==> src/rtl/regfile_scan_reader.sv <==
// regfile_scan_reader
// Streams a contiguous, wrap-around range of the 8 x 4-bit register file
// out as {RD_ADDR, RD_DATA} words over a valid/ready handshake.
//
// Optional feature macro: REGFILE_SCAN_SNAPSHOT_EN
//   defined   : all eight DATAx buses are captured on the START edge and
//               every word of the scan is read from that 32-bit snapshot.
//   undefined : no snapshot storage; each word is read live from DATAx at
//               the edge that loads it into RD_DATA.
//
// Handshake: a word transfers on a rising CLK edge where RD_VALID=1 and
// RD_READY=1. While RD_VALID=1 and no transfer happens, RD_DATA/RD_ADDR
// hold. RD_VALID never depends combinationally on RD_READY, and ABORT
// takes priority over a transfer on the same edge.
//
// DBG_STATE exposes the FSM state: 0=IDLE, 1=SEND, 2=FIN.

module regfile_scan_reader (
  input  logic       CLK,
  input  logic       CLRN,
  input  logic       START,
  input  logic       RA2,
  input  logic       RA1,
  input  logic       RA0,
  input  logic [2:0] LEN,
  input  logic       ABORT,
  input  logic [3:0] DATA0,
  input  logic [3:0] DATA1,
  input  logic [3:0] DATA2,
  input  logic [3:0] DATA3,
  input  logic [3:0] DATA4,
  input  logic [3:0] DATA5,
  input  logic [3:0] DATA6,
  input  logic [3:0] DATA7,
  input  logic       RD_READY,
  output logic       RD_VALID,
  output logic [3:0] RD_DATA,
  output logic [2:0] RD_ADDR,
  output logic       BUSY,
  output logic       DONE,
  output logic [1:0] DBG_STATE
);

  typedef enum logic [1:0] {
    S_IDLE = 2'd0,
    S_SEND = 2'd1,
    S_FIN  = 2'd2
  } state_t;

  state_t      r_state;
  logic [2:0]  r_ptr;
  logic [2:0]  r_rem;

  logic [31:0] w_live;
  logic [31:0] w_scan_src;
  logic [2:0]  w_start_addr;
  logic [2:0]  w_next_ptr;
  logic [3:0]  w_first_word;
  logic [3:0]  w_next_word;
  logic        w_start_ok;
  logic        w_xfer;

  // Pick one 4-bit register out of a packed 8 x 4-bit bus.
  function automatic logic [3:0] pick_word(input logic [31:0] bus,
                                           input logic [2:0]  idx);
    return bus[{idx, 2'b00} +: 4];
  endfunction

  assign w_live       = {DATA7, DATA6, DATA5, DATA4, DATA3, DATA2, DATA1, DATA0};
  assign w_start_addr = {RA2, RA1, RA0};
  assign w_next_ptr   = r_ptr + 3'd1;
  assign w_start_ok   = (r_state == S_IDLE) && START;
  assign w_xfer       = RD_VALID && RD_READY;

`ifdef REGFILE_SCAN_SNAPSHOT_EN
  logic [31:0] r_snap;

  // Freeze the whole register file at the START edge.
  always_ff @(posedge CLK or negedge CLRN) begin
    if (!CLRN) begin
      r_snap <= 32'd0;
    end else if (w_start_ok) begin
      r_snap <= w_live;
    end
  end

  assign w_scan_src = r_snap;
`else
  assign w_scan_src = w_live;
`endif

  // The first word is always taken live: at the START edge the snapshot is
  // being written with exactly these values, so both builds agree.
  assign w_first_word = pick_word(w_live, w_start_addr);
  assign w_next_word  = pick_word(w_scan_src, w_next_ptr);

  // Scan FSM with registered handshake and status outputs.
  always_ff @(posedge CLK or negedge CLRN) begin
    if (!CLRN) begin
      r_state  <= S_IDLE;
      r_ptr    <= 3'd0;
      r_rem    <= 3'd0;
      RD_VALID <= 1'b0;
      RD_DATA  <= 4'd0;
      RD_ADDR  <= 3'd0;
      BUSY     <= 1'b0;
      DONE     <= 1'b0;
    end else begin
      case (r_state)
        S_IDLE: begin
          DONE <= 1'b0;
          if (START) begin
            r_ptr    <= w_start_addr;
            r_rem    <= LEN;
            RD_DATA  <= w_first_word;
            RD_ADDR  <= w_start_addr;
            RD_VALID <= 1'b1;
            BUSY     <= 1'b1;
            r_state  <= S_SEND;
          end
        end

        S_SEND: begin
          if (ABORT) begin
            // Cancel wins over a same-edge transfer; no DONE pulse.
            RD_VALID <= 1'b0;
            BUSY     <= 1'b0;
            r_state  <= S_IDLE;
          end else if (w_xfer) begin
            if (r_rem == 3'd0) begin
              RD_VALID <= 1'b0;
              BUSY     <= 1'b0;
              DONE     <= 1'b1;
              r_state  <= S_FIN;
            end else begin
              r_ptr   <= w_next_ptr;
              r_rem   <= r_rem - 3'd1;
              RD_DATA <= w_next_word;
              RD_ADDR <= w_next_ptr;
            end
          end
        end

        S_FIN: begin
          DONE    <= 1'b0;
          r_state <= S_IDLE;
        end

        default: begin
          RD_VALID <= 1'b0;
          BUSY     <= 1'b0;
          DONE     <= 1'b0;
          r_state  <= S_IDLE;
        end
      endcase
    end
  end

  assign DBG_STATE = r_state;

endmodule
==> config.mk <==
export PLATFORM = sky130hd
export DESIGN_NAME = regfile_scan_reader
export DESIGN_NICKNAME = d
export VERILOG_FILES = /design/src/rtl/regfile_scan_reader.sv
export SDC_FILE = /design/constraint.sdc
export NUM_CORES = 1
export LEC_CHECK = 0
export CAP_MARGIN = 20
export CORE_ASPECT_RATIO = 0.75
export CORE_MARGIN = 3
export CORE_UTILIZATION = 36
export CTS_BUF_LIST = sky130_fd_sc_hd__clkbuf_4 sky130_fd_sc_hd__clkbuf_8
export CTS_CLUSTER_DIAMETER = 120
export CTS_CLUSTER_SIZE = 25
export DETAILED_ROUTE_END_ITERATION = 10
export PLACE_DENSITY = 0.77
export REMOVE_ABC_BUFFERS = 1
export SYNTH_ARGS = -nofsm -noshare
export SYNTH_HDL_FRONTEND = slang
export SYNTH_SLANG_ARGS = --single-unit
==> constraint.sdc <==
create_clock -name CLK -period 2.2 [get_ports CLK]
set_clock_uncertainty 0.15 [all_clocks]
set_input_delay 0.55 -clock CLK [delete_from_list [all_inputs] [get_ports CLK]]
set_output_delay 0.55 -clock CLK [all_outputs]
set_load 0.02 [all_outputs]
==> flow_summary.json <==
{
  "status": "complete, no violations",
  "ir_drop_v": 0.000433,
  "ant_nets": 0,
  "postCtsSetupBuffers": 0,
  "die_w_um": 68.2,
  "synth-compound-area-share_pct": 21.9,
  "hold_depth": 2,
  "power-per-cell-area_mw_per_mm2": 1060,
  "use_met1_pct": 22.8,
  "diodes": 0,
  "die_area_mm2": 0.00359,
  "fillers": 237,
  "cp_data_arrival_time_ns": 1.39,
  "rrSetupSlack_ns": 0.15,
  "endpoint_kind": "output pin",
  "async_reset_ff_share_pct": 100,
  "syn-cell-area_mm2": 0.00104,
  "antenna_found_initial": 0,
  "min_path_type": "reg2reg",
  "seq_area_um2": 350,
  "drive_above_1_share_pct": 17.3,
  "pwr-share-seq_pct": 24.4,
  "wl_per_cell_um": 14.3,
  "avgSynthCellArea_um2": 9.40,
  "syn2layout_area_growth_pct": 66.4,
  "fp-row-count": 16,
  "worstPathCellList": "clkdlybuf4s50_1",
  "first_global_vias": 1111,
  "slew_viol_final": 0,
  "multiInputGateArea_um2": 613,
  "layout.nets": 220,
  "top_usage_layer": "met2",
  "synth_simple_gate_area_share_pct": 13.3,
  "grt_max_degree": 15,
  "tightest_slew_ns": 0.634,
  "cp_top_family": "buffers and inverters",
  "ys_seq_area_share_pct": 33.6,
  "ys.flop_type": "dfrtp_1",
  "cts_tree": "built",
  "track_usage_pct": 18.5,
  "min_period_over_period_pct": 95.1,
  "synth_edf_count": 0,
  "place_congestion": 0.812,
  "critical_path.startpoint_type": "flop",
  "clk_path_buf_depth": 2,
  "cts_num_sinks": 14,
  "setup_violations": 0,
  "comb_power_share_pct": 61.9,
  "synth-xor-area-share_pct": 0.839,
  "fp.dieH_um": 52.6,
  "coreArea_mm2": 0.00268,
  "final_common_cell": "clkdlybuf4s50_1",
  "io-pin-count": 55,
  "cpPeakStageDelay_ns": 0.66,
  "drt_iter0_drc": 26,
  "regToRegStartpoint": "DBG_STATE[1]",
  "p_leak_nw": 0.762,
  "start_util_pct": 38.9,
  "portBuffers": 54,
  "slowest_stage": "clkdlybuf4s50_1",
  "slew_headroom_pct": 57.6,
  "via_per_inst": 5.22,
  "grt_pass1_wl_mm": 4.85,
  "whs_endpoint": "RD_DATA[0]",
  "final_cell_mix": "clkdlybuf4s50_1 (54), o211ai_1 (16), dfrtp_1 (14), inv_1 (10), buf_4 (10)",
  "place_inst": 205,
  "whs_ns": 0.352,
  "numCtsBuffers": 3,
  "power_switching_mw": 0.714,
  "p_int_mw": 1.12,
  "remaining_drc_errors": 0,
  "groute.layer.met3.usage_pct": 5.36,
  "hpwl_mm": 2.53,
  "dr_total_vias": 1091,
  "clkTransAtPathRegs_ns": 0.06,
  "min_period_ns": 2.09,
  "crit_type": "reg2out",
  "synth_cell_types": 31,
  "first_pass_iters": 4,
  "synth_top_family_by_area": "compound AO/OA/AOI/OAI gates",
  "finalHoldViolCount": 0,
  "timing.fmax_mhz": 478,
  "netlist_instances": 111,
  "worstPathRequired_ns": 1.50,
  "hp-start": "RD_DATA[0]",
  "htreeDepth": 1,
  "path_buf_inv": 1,
  "path_max_fanout": 9,
  "cts_root_buf": "clkbuf_8",
  "synth.ff_latch_count": 14,
  "dp_slack_ns": -0.0765,
  "routed_wl_mm": 2.99,
  "setup_ws_ns": 0.108,
  "met2_usage_pct": 29.3,
  "rsz0062_at_grt": "no",
  "ys_warn_count": 0,
  "clock_latency_ns": 0.25,
  "drv_cap": 0,
  "p_clk_share_pct": 13.6,
  "yosys.area_share.adder_pct": 3.60,
  "reg2reg_depth": 6,
  "swShare_pct": 39.0,
  "stdcell_count": 209,
  "r2r_end": "RD_DATA[1]",
  "synth.area.mux_share_pct": 18.0,
  "overflow": 0
}
==> worst max path at each step <==
| stage | from | to | depth (start not counted) |
|---|---|---|---|
| floorplan | DBG_STATE[0] | RD_DATA[1] | 4 |
| global placement | ABORT | r_rem[2] | 6 |
| detailed placement | ABORT | r_rem[2] | 6 |
| CTS | r_ptr[0] | RD_DATA[2] | 7 |
| global route | r_rem[0] | r_rem[1] | 9 |
| finish | DBG_STATE[0] | DBG_STATE[0] | 1 |
==> cell usage after synthesis, drive strengths merged (2+ instances only) <==
cell type / instances / area share, %
a21boi: 2 / 1.8
a21o: 2 / 1.4
a21oi: 3 / 1.4
a31oi: 2 / 1.2
buf: 6 / 4.8
dfrtp: 14 / 34
ha: 3 / 3.6
inv: 10 / 3.6
mux2: 8 / 9.4
mux2i: 9 / 8.6
nand2: 8 / 2.9
nand3: 4 / 1.9
nor2: 6 / 2.2
nor3: 3 / 1.4
o211ai: 18 / 14
o21ai: 3 / 1.4
==> metrics by stage <==
step / total power, mW / utilization [%] / setup TNS [ns] / instance area (µm²)
final: 1.83 / 64.7 / 0 / 1740
after global routing: 1.97 / 64.7 / 0 / 1740
after global placement: 1.54 / 62.3 / -0.0234 / 1670
after floorplan: 1.07 / - / -1.11 / 990
after CTS: 1.83 / 64.3 / 0 / 1730
after detailed placement: 1.58 / 62.3 / -0.211 / 1670
==> repair_timing <==
item,4_1_cts,5_1_grt
gates resized for setup,0,3
hold buffers,0,0
hold endpoints to repair,0,0
setup endpoints to repair,0,4
==> power groups by stage <==
stage | registers (mW) | clock network (mW) | logic, mW
5_1_grt | 0.463 | 0.267 | 1.24
3_3_place_gp | 0.446 | 0 | 1.09
6_report | 0.448 | 0.250 | 1.14
2_1_floorplan | 0.535 | 0 | 0.532
3_5_place_dp | 0.453 | 0 | 1.13
4_1_cts | 0.448 | 0.258 | 1.13
==> cells by family after synthesis <==
family	after synthesis
AOI/OAI and AO/OA	31
and+or+nand+nor	28
buffers and inverters	17
muxes	17
DFF	14
adders and majority gates	3
xor gates and xnor gates	1
==> per-layer routing <==
layer / wire (µm) / share of wire [%]
met1: 1210 / 41
met2: 1490 / 50
met3: 252 / 8.4
met4: 33 / 1.1
met5: 0 / 0
==> flip-flops by register name, summed over array words and instances, names as in the netlist <==
signal,cells
r_ptr,3
DONE,1
BUSY,1
DBG_STATE,2
r_rem,3
RD_DATA,4
==> final cells by class <==
type,instances,share of cell area [%]
flip-flops and latches,14,20.2
repair buffers,65,36.6
inverters,10,2.16
clock buffers,4,3.17
well taps,36,2.59
multi-input cells,80,35.3
Power figures use the tool's default switching activity.
